File: config.mk
export PLATFORM = sky130hd
export DESIGN_NAME = alu_issue
export DESIGN_NICKNAME = d
export VERILOG_FILES = /design/src/rtl/alu_issue.sv
export SDC_FILE = /design/constraint.sdc
export NUM_CORES = 1
export LEC_CHECK = 0
export BUFFER_PORTS_ARGS = -buffer_cell sky130_fd_sc_hd__buf_4
export CAP_MARGIN = 0
export CORE_ASPECT_RATIO = 0.5
export CORE_UTILIZATION = 48
export DETAILED_ROUTE_END_ITERATION = 7
export HOLD_SLACK_MARGIN = 0.06
export PLACE_DENSITY = 0.86
export RECOVER_POWER = 100
export SLEW_MARGIN = 20
export SYNTH_ARGS = -nofsm -noshare
export SYNTH_HDL_FRONTEND = slang
export SYNTH_SLANG_ARGS = --single-unit
File: constraint.sdc
create_clock -name clk -period 1.8 [get_ports clk]
set_clock_uncertainty 0.15 [all_clocks]
set_input_delay 0.18 -clock clk [delete_from_list [all_inputs] [get_ports clk]]
set_output_delay 0.18 -clock clk [all_outputs]
set_load 0.01 [all_outputs]
File: src/rtl/alu_issue.sv
// ALU issue stage: decodes instructions into ALU control bundles and buffers them in a 2-entry FIFO.
// Optional popped-illegal-entry counter enabled by defining ALU_ISSUE_ERR_EN.
module alu_issue #(
    parameter int OPERAND_WIDTH  = 16,
    parameter int NUM_OPERATIONS = 3
) (
    input  logic                      clk,
    input  logic                      rst,
    input  logic                      in_valid,
    output logic                      in_ready,
    input  logic [4:0]                opcode,
    input  logic [1:0]                func,
    input  logic [OPERAND_WIDTH-1:0]  rs_data,
    input  logic [OPERAND_WIDTH-1:0]  rt_data,
    input  logic [OPERAND_WIDTH-1:0]  imm,
    input  logic                      flush,
    output logic                      out_valid,
    input  logic                      out_ready,
    output logic [OPERAND_WIDTH-1:0]  InA,
    output logic [OPERAND_WIDTH-1:0]  InB,
    output logic [NUM_OPERATIONS-1:0] Oper,
    output logic                      Cin,
    output logic                      invA,
    output logic                      invB,
    output logic                      sign,
    output logic                      illegal
`ifdef ALU_ISSUE_ERR_EN
    ,
    output logic [7:0]                err_count
`endif
);

    typedef struct packed {
        logic [OPERAND_WIDTH-1:0]  a;
        logic [OPERAND_WIDTH-1:0]  b;
        logic [NUM_OPERATIONS-1:0] oper;
        logic                      cin;
        logic                      inva;
        logic                      invb;
        logic                      sgn;
        logic                      ill;
    } bundle_t;

    typedef enum logic [1:0] {
        ST_EMPTY = 2'd0,
        ST_ONE   = 2'd1,
        ST_TWO   = 2'd2
    } state_t;

    function automatic bundle_t decode(
        input logic [4:0]               op,
        input logic [1:0]               fn,
        input logic [OPERAND_WIDTH-1:0] rs,
        input logic [OPERAND_WIDTH-1:0] rt,
        input logic [OPERAND_WIDTH-1:0] im
    );
        bundle_t    d;
        logic       is_arith;
        logic       is_shift;
        logic [1:0] f;
        d        = '0;
        is_arith = 1'b0;
        is_shift = 1'b0;
        f        = fn;
        d.a      = rs;
        d.b      = rt;
        if (op == 5'b11011) begin
            is_arith = 1'b1;
        end else if (op == 5'b11010) begin
            is_shift = 1'b1;
        end else if (op[4:2] == 3'b010) begin
            is_arith = 1'b1;
            f        = op[1:0];
            d.b      = im;
        end else if (op[4:2] == 3'b101) begin
            is_shift = 1'b1;
            f        = op[1:0];
            d.b      = im;
        end else begin
            // Undecodable: behave as rs + 0 and flag it
            d.b    = '0;
            d.oper = NUM_OPERATIONS'(3'b100);
            d.sgn  = 1'b1;
            d.ill  = 1'b1;
        end
        if (is_arith) begin
            case (f)
                2'b00: begin
                    d.oper = NUM_OPERATIONS'(3'b100);
                    d.sgn  = 1'b1;
                end
                2'b01: begin
                    d.oper = NUM_OPERATIONS'(3'b100);
                    d.inva = 1'b1;
                    d.cin  = 1'b1;
                    d.sgn  = 1'b1;
                end
                2'b10: d.oper = NUM_OPERATIONS'(3'b111);
                2'b11: begin
                    d.oper = NUM_OPERATIONS'(3'b101);
                    d.invb = 1'b1;
                end
                default: d.oper = NUM_OPERATIONS'(3'b100);
            endcase
        end else if (is_shift) begin
            d.oper = NUM_OPERATIONS'({1'b0, f});
        end else begin
            d.cin = 1'b0;
        end
        return d;
    endfunction

    state_t  r_state;
    state_t  w_next_state;
    bundle_t r_ent0;
    bundle_t r_ent1;
    bundle_t w_next_ent0;
    bundle_t w_next_ent1;
    bundle_t w_dec;
    logic    r_in_ready;
    logic    r_out_valid;
    logic    w_push;
    logic    w_pop;

    assign w_dec  = decode(opcode, func, rs_data, rt_data, imm);
    assign w_push = in_valid && r_in_ready;
    assign w_pop  = r_out_valid && out_ready;

    // Occupancy, FIFO storage and registered handshake flags
    always_ff @(posedge clk) begin
        if (rst) begin
            r_state     <= ST_EMPTY;
            r_ent0      <= '0;
            r_ent1      <= '0;
            r_in_ready  <= 1'b1;
            r_out_valid <= 1'b0;
        end else begin
            r_state     <= w_next_state;
            r_ent0      <= w_next_ent0;
            r_ent1      <= w_next_ent1;
            r_in_ready  <= (w_next_state != ST_TWO);
            r_out_valid <= (w_next_state != ST_EMPTY);
        end
    end

    // Next occupancy and entry contents; empty slots are kept zero so idle outputs read zero
    always_comb begin
        w_next_state = r_state;
        w_next_ent0  = r_ent0;
        w_next_ent1  = r_ent1;
        if (flush) begin
            w_next_state = ST_EMPTY;
            w_next_ent0  = '0;
            w_next_ent1  = '0;
        end else begin
            case (r_state)
                ST_EMPTY: begin
                    if (w_push) begin
                        w_next_state = ST_ONE;
                        w_next_ent0  = w_dec;
                    end else begin
                        w_next_state = ST_EMPTY;
                    end
                end
                ST_ONE: begin
                    if (w_push && w_pop) begin
                        w_next_ent0 = w_dec;
                    end else if (w_push) begin
                        w_next_state = ST_TWO;
                        w_next_ent1  = w_dec;
                    end else if (w_pop) begin
                        w_next_state = ST_EMPTY;
                        w_next_ent0  = '0;
                    end else begin
                        w_next_state = ST_ONE;
                    end
                end
                ST_TWO: begin
                    if (w_pop) begin
                        w_next_state = ST_ONE;
                        w_next_ent0  = r_ent1;
                        w_next_ent1  = '0;
                    end else begin
                        w_next_state = ST_TWO;
                    end
                end
                default: begin
                    w_next_state = ST_EMPTY;
                    w_next_ent0  = '0;
                    w_next_ent1  = '0;
                end
            endcase
        end
    end

    assign in_ready  = r_in_ready;
    assign out_valid = r_out_valid;
    assign InA       = r_ent0.a;
    assign InB       = r_ent0.b;
    assign Oper      = r_ent0.oper;
    assign Cin       = r_ent0.cin;
    assign invA      = r_ent0.inva;
    assign invB      = r_ent0.invb;
    assign sign      = r_ent0.sgn;
    assign illegal   = r_ent0.ill;

`ifdef ALU_ISSUE_ERR_EN
    logic [7:0] r_err_count;

    // Saturating count of illegal entries actually consumed downstream
    always_ff @(posedge clk) begin
        if (rst) begin
            r_err_count <= 8'd0;
        end else if (!flush && w_pop && r_ent0.ill && (r_err_count != 8'hFF)) begin
            r_err_count <= r_err_count + 8'd1;
        end else begin
            r_err_count <= r_err_count;
        end
    end

    assign err_count = r_err_count;
`endif

endmodule

==> reports/qor.yml, run 1 <==
outcome:
  outcome: "finished clean"
clock_network:
  clock_path_buffers: 2
  clockRootBuffer: "clkbuf_16"
  clkLatencyLatePin_ns: 0.34
  cts_tree: "yes"
  cts.htree.levels: 3
  cts_buffers: 9
  cts_sinks: 82
  clkTransAtPathRegs_ns: 0.06
floorplanning:
  die_area_um2: 7660
  start_util_pct: 51.0
  dieWidth_um: 123
  core_um2: 6860
  ioPinCount: 102
  die_h_um: 62.4
  std_cell_rows: 21
detailed_routing:
  drtIter0Drc: 339
  first_pass_iters: 5
  drc: 0
  avgViaCountPerCell: 5.90
  route.detailed.wl_per_inst_um: 17.6
  wl_mm: 11.0
  vias: 3698
  ant_nets: 0
logic_synthesis:
  ys_seq_elements: 82
  synthFlopType: "dfxtp_1"
  ys_types: 55
  ys_warn_count: 0
  avgSynthCellArea_um2: 9.31
  syn_inst: 376
  async_flop_share_pct: 0
  synth_area_um2: 3500
  synth_nets: 436
  seq_area_frac_synth_pct: 46.9
  synth_edf_count: 0
global_routing:
  gr-total-overflow: 0
  grt_pass1_vias: 3795
  antenna_found_initial: 0
  grt_pass1_wl_mm: 17.7
  gr-usage-all-layers_pct: 29.6
  grt_max_degree: 28
final_layout:
  nets: 591
  final_cell_mix: "dfxtp_1, buf_4, o21ai_0"
  fin_area_um2: 5100
  n_fill_cell: 469
  syn2layout_area_growth_pct: 45.7
  layout-drive-gt1-share_pct: 23.2
  antennaDiodeCount: 0
  final_common_cell: "dfxtp_1"
job:
  cap_violations: 0
setup_path:
  path_class: "flop to flop"
  crit_fanout: 12
  start_kind: "flop"
  cp_cell_sequence: "and3b_1 -> nand3_1 -> buf_4 -> o21ai_0"
  cp.arrival_ns: 1.83
  cp_data_required_time_ns: 1.90
  crit_path_end_kind: "flop"
  slowest_stage: "dfxtp_1"
  slowest_delay_ns: 0.39
placement:
  io_buffers: 101
  placedInstanceArea_um2: 4410
  dp_hpwl_mm: 6.38
  gp_congestion: 0.872
sta:
  maxSlewViolCount: 0
  holdWs_ns: 0.0973
  worstMarginPinSlew_ns: 0.484
  timing.fmax_mhz: 579
  slew-limit-headroom_pct: 67.7
  tns_ns: 0
  setup_violations: 0
  finalCritPeriodShare_pct: 96.0
  hold_viol: 0
  fin_crit_ns: 1.73
  rsz0062_at_grt: "false"
pwr:
  p_leak_uw: 0.00193
  power.density_nw_per_um2: 856
  finalPower_uw: 4370
  ir_drop_mv: 0.520
hold_path:
  hold_class: "primary input to flop"
Yosys cell counts, drive strengths merged, types with 2 or more instances:
cell | number | share of area, %
dfxtp | 82 | 47
o21ai | 56 | 8.0
a22oi | 48 | 12
nand2 | 42 | 4.6
a21oi | 30 | 4.4
buf | 18 | 4.0
o2bb2ai | 17 | 4.3
clkbuf | 15 | 1.6
nor2 | 8 | 0.93
inv | 5 | 0.54
nand3b | 4 | 0.86
a22o | 3 | 0.75
a31oi | 3 | 0.54
a32oi | 3 | 0.75
a21bo | 2 | 0.57
a221o | 2 | 0.57
and2 | 2 | 0.36
and3 | 2 | 0.39
and3b | 2 | 0.50
nand3 | 2 | 0.29
nand4b | 2 | 0.50
nor2b | 2 | 0.36
nor3 | 2 | 0.29
o2111ai | 2 | 0.50
o21a | 2 | 0.43
or2 | 2 | 0.36
or2b | 2 | 0.43
worst paths after layout:
check | depth (start not counted) | slack, ns | endpoint | from
worst max-delay path | 4 | 0.07 | InB[3] | r_state[1]
worst min-delay path | 3 | 0.1 | Oper[2] | opcode[4]
worst max register to register | 4 | 0.07 | InB[3] | r_state[1]
worst min register to register | 2 | 0.30 | InA[11] | InA[11]
through the flow:
| step | util, % | cells | worst slack (ns) |
|---|---|---|---|
| final | 74.4 | 627 | 0.0724 |
| after global routing | 74.4 | 627 | 0.0102 |
| after CTS | 76.5 | 627 | 0.0449 |
| after detailed placement | 64.4 | 561 | 0.0345 |
| after global placement | 64.4 | 561 | 0.0912 |
| after floorplan | - | 376 | 0.110 |
layer usage:
metal / global-route usage, % / up-vias / wire, µm
met5: 0 / - / 0
met4: 13.6 / 0 / 300
li1: - / 1716 / -
met1: 33.9 / 1771 / 4520
met3: 8.03 / 39 / 747
met2: 51.3 / 172 / 5450
cell type report:
type	count	area (µm²)	area share [%]
Sequential cell	82	1650	32.3
Timing Repair Buffer	177	1350	26.4
Inverter	5	18.8	0.368
Clock buffer	14	294	5.77
Multi-Input combinational cell	256	1650	32.4
Clock inverter	1	30.0	0.589
Tap cell	92	115	2.26
registers in the layout, summed over array words and instances (netlist names):
name	cells
Cin	1
InA	16
InB	16
Oper	3
illegal	1
in_ready	1
invB	1
out_valid	1
r_ent1	39
r_state	2
sign	1
what timing repair did:
action	CTS	global route
setup buffers	1	0
endpoints found under the setup margin	1	33
pin swaps	1	0
resized for setup	0	7
hold buffers	50	0
hold endpoints to repair	65	0
worst max-delay path: cells and delay by family (launching register included):
kind	cells	cell delay, ns
AOI/OAI and AO/OA	1	0.21
buffers and inverters	1	0.25
DFF	1	0.39
and+or+nand+nor	2	0.63
power by group:
group / total (µW) / leakage [µW] / switching (µW) / internal, µW
registers: 1870 / 0.000663 / 23.6 / 1850
logic: 546 / 0.00110 / 270 / 276
clock network: 1950 / 0.000161 / 694 / 1260
total: 4370 / 0.00193 / 988 / 3380
cell families (layout without fill, tap and decap cells):
family          Yosys count  count (layout)  share of synthesized area (%)
xor+xnor                  1               1                          0.250
simple gates             79              79                           11.8
flops                    82              82                           46.9
buf+inv                  38             197                           6.15
compound gates          176             176                           34.9
No activity file was read; power rests on OpenSTA's default activity.
==> run 2, diff against run 1 <==
CORE_UTILIZATION = 46   (was 48)
clock period = 1.5 ns   (was 1.8 ns; I/O delays follow)
==> run 2 against run 1 <==
Compared with the run above: total power up 33%; hold slack worse by 0.031 ns; core utilization increased by 12 points; highest routed layer unchanged; via count rose by 19%; the flow now finishes with violations (design-rule violations, negative setup slack); flip-flop and latch count unchanged; worst setup slack got worse by 0.38 ns; first-iteration DRC count is 65% higher; wire length grew 53%.
==> reports/qor.yml, run 2 (same netlist as run 1, synthesis figures left out) <==
sta:
  worst_slack_ns: -0.309  # -0.382 ns
  setup_violations: 79  # +79
  hold_viol: 0  # unchanged
  maxSlewViolCount: 0  # unchanged
  fin_crit_ns: 1.81  # +0.0815 ns
  worstMarginPinSlew_ns: 0.552  # +0.0679 ns
  slew-limit-headroom_pct: 63.1  # -4.6 points
  rsz0062_at_grt: "true"
  finalCritPeriodShare_pct: 121  # +25 points
  timing.fmax_mhz: 553  # -4.5%
clock_network:
  clkTransAtPathRegs_ns: 0.07  # about the same
  clockRootBuffer: "clkbuf_16"
  cts.htree.levels: 3  # unchanged
  clock_path_buffers: 2  # unchanged
  cts_tree: "yes"
  cts_sinks: 82  # unchanged
  cts_buffers: 9  # unchanged
  clkLatencyLatePin_ns: 0.35  # about the same
global_routing:
  gr-total-overflow: 0  # unchanged
  grt_max_degree: 23  # -18%
  grt_pass1_wl_mm: 18.3  # +3.8%
  grt_pass1_vias: 3702  # -2.5%
  gr-usage-all-layers_pct: 29.6  # about the same
  antenna_found_initial: 0  # unchanged
setup_path:
  cp_data_required_time_ns: 1.60  # -0.30 ns
  crit_fanout: 7  # -5
  slowest_stage: "dfxtp_4"
  crit_path_end_kind: "flop"
  path_class: "flop to flop"
  start_kind: "flop"
  cp_cell_sequence: "o211ai_1 -> o311a_4 -> buf_12 -> buf_6 -> nand2_1 -> o21ai_0"
  cp.arrival_ns: 1.91  # +0.08 ns
  slowest_delay_ns: 0.38  # about the same
detailed_routing:
  drc: 9  # +9
  ant_nets: 0  # unchanged
  vias: 4412  # +19%
  first_pass_iters: 7  # +2
  route.detailed.wl_per_inst_um: 24.7  # +41%
  drtIter0Drc: 558  # +65%
  wl_mm: 16.8  # +53%
  avgViaCountPerCell: 6.48  # +9.8%
pwr:
  p_leak_uw: 0.00250  # +30%
  ir_drop_mv: 0.817  # +57%
  power.density_nw_per_um2: 914  # +6.7%
hold_path:
  hold_class: "primary input to flop"
floorplanning:
  die_area_um2: 7980  # +4.2%
  dieWidth_um: 125  # +2.1%
  core_um2: 7350  # +7.2%
  ioPinCount: 102  # unchanged
  die_h_um: 63.7  # +2.1%
  start_util_pct: 47.6  # -3.4 points
  std_cell_rows: 22  # +4.8%
final_layout:
  largest_register_ff_count: 39  # unchanged
  layout-drive-gt1-share_pct: 48.0  # +25 points
  final_common_cell: "buf_4"
  nets: 640  # +8.3%
  final_cell_mix: "buf_4, dfxtp_1, dlygate4sd3_1"
  largest_register: "r_ent1"
  antennaDiodeCount: 0  # unchanged
  syn2layout_area_growth_pct: 82.0
  utilization_pct: 86.7  # +12 points
placement:
  gp_congestion: 0.857  # -1.8%
  io_buffers: 101  # unchanged
  dp_hpwl_mm: 6.17  # -3.2%
  dp_slack_ns: -0.121  # -0.155 ns
outcome:
  failed_checks: "design-rule violations, negative setup slack"
  outcome: "finished with violations"
job:
  cap_violations: 0  # unchanged
[run 2: timing repair]
item / CTS / global route
endpoints found under the hold margin: 72 / 0
resized for setup: 43 / 178
hold buffers: 53 / 0
cloned: 4 / 11
setup endpoints to repair: 74 / 80
setup buffers: 12 / 12
pin swaps: 14 / 43
[run 2: power by group]
group,internal [µW],total (µW),switching (µW)
clock,1560,2530,969
sequential,2210,2250,36.2
combinational,528,1050,518
[run 2: final cells by class]
type | instances | area [µm²]
Sequential cell | 82 | 1660
Fill cell | 346 | 980
Clock buffer | 11 | 253
Timing Repair Buffer | 224 | 2040
Multi-Input combinational cell | 258 | 2200
Tap cell | 96 | 120
Clock inverter | 5 | 85.1
Inverter | 5 | 18.8
[run 2: layer usage]
metal	global-route usage, %	up-vias	part of all wire, %
met3	7.39	112	10
met5	0	-	0
li1	-	1813	-
met4	11.4	0	6.2
met1	34.6	2104	38
met2	52.7	383	46
[run 2: worst paths after layout]
path | slack, ns | end | cells after the start | start
worst max-delay path | -0.31 | InA[5] | 6 | r_state[0]
worst min-delay path | 0.07 | Oper[2] | 3 | opcode[4]
worst max register to register | -0.31 | InA[5] | 6 | r_state[0]
worst min register to register | 0.32 | InA[1] | 2 | InA[1]
[run 2: metrics by stage]
step / power [µW] / hold WS [ns] / instance area, µm² / std cells / TNS [ns]
3_3_place_gp: 2860 / 0.267 / 4510 / 574 / -0.418
6_report: 5820 / 0.0664 / 6370 / 681 / -12.96
5_1_grt: 5940 / 0.0950 / 6370 / 681 / -13.97
4_1_cts: 5480 / 0.0659 / 5640 / 659 / -0.779
2_1_floorplan: 2560 / 0.140 / 3550 / 376 / -0.440
3_5_place_dp: 2870 / 0.269 / 4510 / 574 / -3.03
[run 2: critical path: cells and delay by family (launching register included)]
kind	cells	cell delay (ns)
AOI/OAI and AO/OA	3	0.77
DFF	1	0.38
buffers and inverters	2	0.31
and+or+nand+nor	1	0.08
==> run 3, diff against run 2 <==
--- a/config.mk
+++ b/config.mk
@@ -11,2 +11,3 @@
 export CORE_UTILIZATION = 46
+export CTS_BUF_LIST = sky130_fd_sc_hd__clkbuf_16
 export DETAILED_ROUTE_END_ITERATION = 7
--- a/constraint.sdc
+++ b/constraint.sdc
@@ -4,2 +4,2 @@
 set_output_delay 0.15 -clock clk [all_outputs]
-set_load 0.01 [all_outputs]
+set_load 0.02 [all_outputs]
==> run 3 against run 2 <==
Compared with the run above: the run still ends with design-rule violations, negative setup slack left; global-route usage down 1.8 points; clock power is 17% lower; die area unchanged; sequential share of layout area is 3.5 points higher; cell area is 12% lower; via count fell by 12%; combinational power fell by 20%; core utilization shrank 10 points; sequential power about the same; critical endpoint is now InB[11]; largest cell class unchanged.
==> reports/qor.yml, run 3 (same netlist as run 1, synthesis figures left out) <==
outcome:
  outcome: "finished with violations"
  failed_checks: "design-rule violations, negative setup slack"
sta:
  rsz0062_at_grt: "true"
  timing.fmax_mhz: 605  # +9.5%
  slew-limit-headroom_pct: 67.3  # +4.1 points
  fin_crit_ns: 1.65  # -0.156 ns
  setup_violations: 56  # -29%
  worstMarginPinSlew_ns: 0.491  # -0.0616 ns
  finalCritPeriodShare_pct: 110  # -10 points
  maxSlewViolCount: 0  # unchanged
  worst_slack_ns: -0.153  # +0.156 ns
  hold_viol: 0  # unchanged
final_layout:
  instances_no_fill: 650  # -4.6%
  layout-drive-gt1-share_pct: 33.6  # -14 points
  fin_area_um2: 5610  # -12%
  antennaDiodeCount: 0  # unchanged
  largest_register: "r_ent1"
  final_cell_mix: "buf_4, dfxtp_1, dlygate4sd3_1"
  largest_register_ff_count: 39  # unchanged
  syn2layout_area_growth_pct: 60.2
  nets: 609  # -4.8%
  n_fill_cell: 499  # +44%
  final_common_cell: "buf_4"
pwr:
  power.density_nw_per_um2: 921  # +0.83%
  p_leak_uw: 0.00206  # -18%
  finalPower_uw: 5170  # -11%
  ir_drop_mv: 0.594  # -27%
floorplanning:
  ioPinCount: 102  # unchanged
  core_um2: 7350  # unchanged
  die_area_um2: 7980  # unchanged
  std_cell_rows: 22  # unchanged
  dieWidth_um: 125  # unchanged
  start_util_pct: 47.6  # unchanged
  die_h_um: 63.7  # unchanged
placement:
  dp_hpwl_mm: 6.38  # +3.3%
  io_buffers: 101  # unchanged
  placed_cells: 574  # unchanged
  placedInstanceArea_um2: 4520  # +0.22%
  gp_congestion: 0.892  # +4.1%
setup_path:
  rr_endpoint: "InB[11]"
  crit_fanout: 6  # -1
  endpoint: "InB[11]"
  cp_cell_sequence: "nand2_4 -> o311a_4 -> buf_6 -> clkbuf_16 -> a22oi_1 -> o21ai_1"
  crit_path_end_kind: "flop"
  worstSetupPathDepth: 6  # unchanged
  crit_family: "compound AO/OA/AOI/OAI gates"
  start_kind: "flop"
  r2r_start: "in_ready"
  ff2ff_setup_slack_ns: -0.15  # +0.16 ns
  cp_data_required_time_ns: 1.57  # -0.03 ns
  slowest_delay_ns: 0.38  # about the same
  slowest_stage: "o311a_4"
  path_class: "flop to flop"
  worstRegToRegCells: 6  # unchanged
  cp.arrival_ns: 1.72  # -0.19 ns
  worst-path-buf-inv: 2  # unchanged
  critPathLaunch: "in_ready"
global_routing:
  grt_max_degree: 24  # +4.3%
  grt_pass1_wl_mm: 17.4  # -5.3%
  gr-usage-all-layers_pct: 27.8  # -1.8 points
  antenna_found_initial: 0  # unchanged
  gr-total-overflow: 0  # unchanged
  grt_pass1_vias: 3575  # -3.4%
clock_network:
  cts_tree: "yes"
  clock_path_buffers: 2  # unchanged
  clkTransAtPathRegs_ns: 0.06  # about the same
  cts_sinks: 82  # unchanged
  clkLatencyLatePin_ns: 0.34  # about the same
  clockRootBuffer: "clkbuf_16"
  cts_buffers: 9  # unchanged
  cts.htree.levels: 3  # unchanged
detailed_routing:
  ant_nets: 0  # unchanged
  drc: 9  # unchanged
  avgViaCountPerCell: 5.98  # -7.7%
  drtIter0Drc: 453  # -19%
  wl_mm: 12.6  # -25%
  vias: 3888  # -12%
  route.detailed.wl_per_inst_um: 19.3  # -22%
  first_pass_iters: 7  # unchanged
job:
  cap_violations: 0  # unchanged
hold_path:
  hold_class: "primary input to flop"
==> run 3: metrics by stage <==
step | TNS (ns) | hold WS [ns] | util (%) | setup WS (ns)
finish | -2.87 | 0.0703 | 76.3 | -0.153
global route | -7.44 | 0.0857 | 76.3 | -0.204
CTS | -1.81 | 0.0518 | 73.7 | -0.0821
detailed placement | -3.93 | 0.266 | 61.5 | -0.160
global placement | -1.55 | 0.266 | 61.5 | -0.0747
floorplan | -1.43 | 0.140 | - | -0.0690
==> run 3: worst min-delay path by stage <==
stage / start / end / slack (ns) / depth (start not counted)
6_report: out_ready / r_state[1] / 0.07 / 3
5_1_grt: out_ready / r_state[1] / 0.09 / 3
4_1_cts: out_ready / r_state[1] / 0.05 / 3
3_5_place_dp: rs_data[3] / InA[3] / 0.27 / 3
3_3_place_gp: rs_data[1] / InA[1] / 0.27 / 3
2_1_floorplan: rs_data[0] / r_ent1[24] / 0.14 / 2
==> run 3: power by group <==
part	total, µW	leakage [µW]	internal, µW	switching (µW)
sequential	2240	0.000665	2210	28.5
clock	2090	0.000138	1200	886
combinational	839	0.00126	418	420
total	5170	0.00206	3830	1340
==> run 3: metal layers <==
metal  wire length [µm]  track usage [%]  vias up
met3                974             7.90       63
met1               4980             31.5     1850
li1                   -                -     1758
met2               6040             49.0      217
met4                552             13.0        0
met5                  0                0        -
==> run 3: tightest hold or removal path, stage by stage <==
cell and delay (ns):
buf_4 0.12, and2_4 0.18, nor3_1 0.06
==> run 3: layout make-up <==
class / count / area [µm²] / share of cell area [%]
Multi-Input combinational cell: 256 / 1930 / 34.4
Sequential cell: 82 / 1650 / 29.5
Timing Repair Buffer: 195 / 1610 / 28.7
Clock buffer: 10 / 250 / 4.46
Tap cell: 96 / 120 / 2.14
Clock inverter: 6 / 30.0 / 0.535
Inverter: 5 / 18.8 / 0.335
==> run 3: what timing repair did <==
action | CTS | global route
endpoints found under the setup margin | 70 | 79
pin swaps | 17 | 30
cloned | 1 | 3
setup buffers | 4 | 2
hold endpoints to repair | 69 | 0
hold buffers | 51 | 0
resized for setup | 13 | 77
